==> src/rtl/noc_credit_alloc.sv <==
// Output-port allocator for a 4-port NoC router: per-output round-robin
// arbitration gated by downstream credit counters.
module noc_credit_alloc #(
    parameter int CREDITS = 4,
    parameter int CW      = 3
) (
    input  logic            clk,
    input  logic            reset_n,
    input  logic [3:0]      req_valid,
    input  logic [7:0]      req_dest,
    input  logic [3:0]      credit_ret,
    output logic [3:0]      grant,
    output logic [3:0]      out_valid,
    output logic [7:0]      out_sel,
    output logic [4*CW-1:0] credit_cnt,
    output logic [3:0]      credit_err
);

    localparam logic [CW-1:0] CREDIT_MAX = CW'(CREDITS);

    logic [3:0][3:0]    cand_s;
    logic [3:0]         win_s;
    logic [3:0][1:0]    winner_s;
    logic [3:0]         grant_s;
    logic [3:0][CW-1:0] credit_nxt_s;
    logic [3:0]         ovf_s;

    logic [3:0][1:0]    rr_ptr_r;
    logic [3:0][CW-1:0] credit_r;
    logic [3:0]         out_valid_r;
    logic [3:0][1:0]    out_sel_r;
    logic [3:0]         credit_err_r;

    // Returns {found, index} of the first set bit of cand scanning from ptr upward, mod 4.
    function automatic logic [2:0] rr_pick(input logic [3:0] cand, input logic [1:0] ptr);
        logic [2:0] res;
        logic [1:0] idx;
        res = 3'b000;
        for (int k = 3; k >= 0; k--) begin
            idx = ptr + 2'(k);
            res = cand[idx] ? {1'b1, idx} : res;
        end
        return res;
    endfunction

    // Candidate matrix: cand_s[o][i] is set when input i requests output o.
    always_comb begin
        cand_s = '0;
        for (int o = 0; o < 4; o++) begin
            for (int i = 0; i < 4; i++) begin
                cand_s[o][i] = req_valid[i] & (req_dest[2*i +: 2] == 2'(o));
            end
        end
    end

    // Per-output arbitration; only the registered count gates a grant.
    always_comb begin
        win_s    = '0;
        winner_s = '0;
        for (int o = 0; o < 4; o++) begin
            logic [2:0] pick;
            pick        = rr_pick(cand_s[o], rr_ptr_r[o]);
            win_s[o]    = pick[2] & (credit_r[o] != {CW{1'b0}});
            winner_s[o] = pick[1:0];
        end
    end

    // Fold per-output winners back onto the input-side grant vector.
    always_comb begin
        grant_s = '0;
        for (int i = 0; i < 4; i++) begin
            for (int o = 0; o < 4; o++) begin
                grant_s[i] = grant_s[i] | (win_s[o] & (winner_s[o] == 2'(i)));
            end
        end
    end

    // Credit bookkeeping; a return with the counter already full saturates and flags.
    always_comb begin
        credit_nxt_s = credit_r;
        ovf_s        = '0;
        for (int o = 0; o < 4; o++) begin
            case ({win_s[o], credit_ret[o]})
                2'b10: begin
                    credit_nxt_s[o] = credit_r[o] - CW'(1);
                    ovf_s[o]        = 1'b0;
                end
                2'b01: begin
                    if (credit_r[o] == CREDIT_MAX) begin
                        credit_nxt_s[o] = credit_r[o];
                        ovf_s[o]        = 1'b1;
                    end else begin
                        credit_nxt_s[o] = credit_r[o] + CW'(1);
                        ovf_s[o]        = 1'b0;
                    end
                end
                default: begin
                    credit_nxt_s[o] = credit_r[o];
                    ovf_s[o]        = 1'b0;
                end
            endcase
        end
    end

    // State registers: pointers, output selects, credits and sticky error flags.
    always_ff @(posedge clk or negedge reset_n) begin
        if (!reset_n) begin
            rr_ptr_r     <= '0;
            out_valid_r  <= 4'b0000;
            out_sel_r    <= '0;
            credit_err_r <= 4'b0000;
            for (int o = 0; o < 4; o++) begin
                credit_r[o] <= CREDIT_MAX;
            end
        end else begin
            for (int o = 0; o < 4; o++) begin
                if (win_s[o]) begin
                    out_valid_r[o] <= 1'b1;
                    out_sel_r[o]   <= winner_s[o];
                    rr_ptr_r[o]    <= winner_s[o] + 2'd1;
                end else begin
                    out_valid_r[o] <= 1'b0;
                end
                credit_r[o]     <= credit_nxt_s[o];
                credit_err_r[o] <= credit_err_r[o] | ovf_s[o];
            end
        end
    end

    // Grants are suppressed immediately while reset is asserted.
    assign grant      = grant_s & {4{reset_n}};
    assign out_valid  = out_valid_r;
    assign out_sel    = out_sel_r;
    assign credit_cnt = credit_r;
    assign credit_err = credit_err_r;

endmodule

==> config.mk <==
export PLATFORM = sky130hd
export DESIGN_NAME = noc_credit_alloc
export DESIGN_NICKNAME = d
export VERILOG_FILES = /design/src/rtl/noc_credit_alloc.sv
export SDC_FILE = /design/constraint.sdc
export NUM_CORES = 1
export LEC_CHECK = 0
export ABC_CLOCK_PERIOD_IN_PS = 2300
export CAP_MARGIN = 15
export CORE_MARGIN = 2
export CORE_UTILIZATION = 35
export CTS_BUF_LIST = sky130_fd_sc_hd__clkbuf_4 sky130_fd_sc_hd__clkbuf_8
export CTS_CLUSTER_SIZE = 28
export DETAILED_ROUTE_END_ITERATION = 16
export MAX_ROUTING_LAYER = met4
export PLACE_DENSITY = 0.65
export SETUP_SLACK_MARGIN = 0.15
export SYNTH_ARGS = -nofsm -noshare
export SYNTH_HDL_FRONTEND = slang
export SYNTH_SLANG_ARGS = --single-unit
==> constraint.sdc <==
create_clock -name clk -period 2.3 [get_ports clk]
set_input_delay 0.345 -clock clk [delete_from_list [all_inputs] [get_ports clk]]
set_output_delay 0.345 -clock clk [all_outputs]
set_load 0.05 [all_outputs]
==> flow_summary.toml <==
[global_route]
vias_in_the_first_global_route = 2498
grt_max_degree = 26
grt_first_pass_wirelength_mm = 11.6
globalRouteOverflowTotal = 0
grt.total_usage_pct = 19.7
antenna_found_initial = 0

[drt]
drt-wirelength-per-cell_um = 15.5
drt_first_iter_violations = 102
met2_length_mm = 3.71
drt_pass1_iterations = 4
postRouteAntennaNets = 0
highest_metal_layer_with_signal_wires = "met4"
dr_wl_met3_um = 338
vias = 2584
via_per_inst = 5.26
wirelength_mm = 7.59
metal1_wirelength_mm = 3.45
drt_drc_violations_left = 0

[die]
fp-row-count = 30
core_region_area_mm2 = 0.00683
fp.dieW_um = 88.0
die_area_mm2 = 0.00775
start_util_pct = 36.2
chipHeight_um = 88.0
design.portCount = 50

[job]
max_cap_viol_count = 0

[setup_path]
worst_setup_path_start_kind = "flop"
path_type_of_the_worst_setup_path = "flop to output port"
cpMaxStageDelayCell = "dfrtp_2"
max_fanout_on_critical_path = 4
critPathRequiredTime_ns = 1.96
max_stage_delay_ns = 0.40
timing.critical_path.buf_inv = 2
crit_path_end_kind = "output port"
timing.critical_path.arrival_ns = 2.18
cp_top_family = "compound AO/OA/AOI/OAI gates"
crit_chain = "mux2i_1 -> nor2_1 -> nor3_2 -> inv_2 -> ha_4 -> a32o_1 -> o31a_4 -> buf_8"

[timing]
final.setup_skew_ns = 0.00323
fin_crit_sh_pct = 110
whs_ns = 0.105
drv_slew = 0
fin_ws_ns = -0.227
rsz0062_at_grt = "true"
max_clock_freq_mhz = 396
tightest_slew_ns = 0.528
finalHoldViolations = 0
fin_crit_period_ns = 2.53
setup-violations-final = 4
maxSlewHeadroom_pct = 64.7

[synth]
syn_area_mm2 = 0.00247
yosys.area.top_type_share_pct = 32.4
synth_cell_types = 72
yosysWarnings = 0
ys_seq_elements = 36
post_synth_inst_count = 264
yosysTopAreaCell = "dfrtp_1"
synth.yosys.seq_area_share_pct = 36.7
fraction_of_registers_with_async_set_reset_pct = 100
synthTopCellsByArea = "dfrtp_1 32%, dfstp_2 4.3%, o21ai_0 3.6%"
synth-edff-count = 0
syn-num-nets = 290
yosysMostFrequentCell = "dfrtp_1"
dominantRegCellSynth = "dfrtp_1"
synthesis.area_per_instance_um2 = 9.36
netlist_top_cells_count = "32 x dfrtp_1, 21 x nand2_1, 18 x o21ai_0"

[run_status]
outcome = "finished with violations"
violations = "negative setup slack"

[final_layout]
num_antenna_cells = 0
final_design_area_no_fill_mm2 = 0.00410
final_util_pct = 59.9
fillerInstances = 574
area_delta_synth_final_pct = 65.7
finalNetCount = 420
multi_input_gate_area_mm2 = 0.00180
ff_latch_area_um2 = 913
drive_gt1_share_pct = 44.8

[cts]
cts_tree = "done"
cts.sink_count = 36
worstSkewPairLatency_ns = 0.30
ctsLongestPathBuffers = 2
cts-root-buf = "clkbuf_8"
cts-buffers-inserted = 5
htree_levels = 2
clk_pin_slew_worst_paths_ns = 0.07

[pwr]
totalPowerFinal_uw = 4580
total_power_divided_by_cell_area_mw_per_mm2 = 1120
worst_ir_drop_vdd_v = 0.000736
power.leakage_uw = 0.00175

[place]
gpl.final_weighted_congestion = 0.851
io_buffer_count = 49
place_area_mm2 = 0.00361
post-place-ws_ns = -0.597
dpl.hpwl_mm = 5.08

[worst_hold_path]
worstHoldPathType = "primary input to async pin"
[metrics by stage]
step | instances | TNS [ns]
2_1_floorplan | 264 | 0
6_report | 491 | -0.785
4_1_cts | 487 | -0.693
3_5_place_dp | 461 | -5.84
5_1_grt | 491 | -0.998
3_3_place_gp | 461 | -5.19
[layout make-up]
| class | count | area share, % |
|---|---|---|
| Multi-Input combinational cell | 209 | 43.9 |
| Timing Repair Buffer | 129 | 27.5 |
| Sequential cell | 36 | 22.3 |
| Tap cell | 96 | 2.93 |
| Clock buffer | 7 | 2.05 |
| Inverter | 13 | 1.19 |
| Clock inverter | 1 | 0.122 |
[cell families after synthesis]
kind of cell,synth area share (%)
AOI/OAI and AO/OA,22.1
xor gates and xnor gates,2.13
adders and majority gates,5.27
buffers and inverters,3.54
DFF,36.7
muxes,3.90
and+or+nand+nor,26.4
[routing by layer]
| metal | GRT usage [%] | vias to the layer above |
|---|---|---|
| met5 | - | - |
| met2 | 30.9 | 69 |
| li1 | - | 1257 |
| met1 | 26.7 | 1247 |
| met4 | 4.13 | 0 |
| met3 | 3.58 | 11 |
[path summary, 6_finish.rpt]
kind	cells past startpoint	slack [ns]	endpoint	start
worst max register to register	10	0.21	credit_cnt[4]	credit_cnt[5]
min in group clk	1	0.48	credit_err[1]	credit_err[1]
worst max-delay path	8	-0.23	grant[2]	rr_ptr_r[7]
worst min register to register	1	0.48	credit_err[1]	credit_err[1]
worst min-delay path	1	0.10	credit_cnt[11]	reset_n
max in group asynchronous	2	1.20	rr_ptr_r[7]	reset_n
[cell usage in the layout (no fill, tap or decap), types with 4 or more instances in the layout]
| master | instances |
|---|---|
| a211oi_1 | 4 |
| a21oi_1 | 12 |
| and3_4 | 4 |
| buf_2 | 7 |
| buf_4 | 73 |
| buf_6 | 10 |
| buf_8 | 4 |
| clkbuf_8 | 5 |
| clkdlybuf4s50_1 | 31 |
| dfrtp_1 | 29 |
| ha_4 | 4 |
| inv_1 | 7 |
| inv_2 | 6 |
| mux2i_1 | 4 |
| nand2_1 | 19 |
| nand2b_1 | 5 |
| nand3_1 | 4 |
| nand3b_1 | 10 |
| nor2_1 | 16 |
| nor3_1 | 8 |
| nor3_2 | 4 |
| o21a_1 | 4 |
| o21ai_0 | 14 |
| o21ai_1 | 4 |
| o22ai_1 | 4 |
| xor2_1 | 5 |
[registers in the layout (all words and copies together) (netlist names)]
| register | flops |
|---|---|
| credit_cnt | 12 |
| out_valid | 4 |
| rr_ptr_r | 8 |
| out_sel | 8 |
| credit_err | 4 |
[power breakdown]
group | internal, uW | switching [uW] | leakage [uW]
combinational | 1240 | 1680 | 0.00128
sequential | 930 | 260 | 0.000420
clock | 237 | 241 | 0.0000491
total | 2400 | 2180 | 0.00175
[repair_timing]
action,4_1_cts,5_1_grt
pin swaps,26,16
gates resized for setup,95,23
setup endpoints to repair,13,9
hold buffers,1,0
buffers inserted,17,4
hold endpoints to repair,10,0
Note: power is estimated with default switching activity, not from simulation.
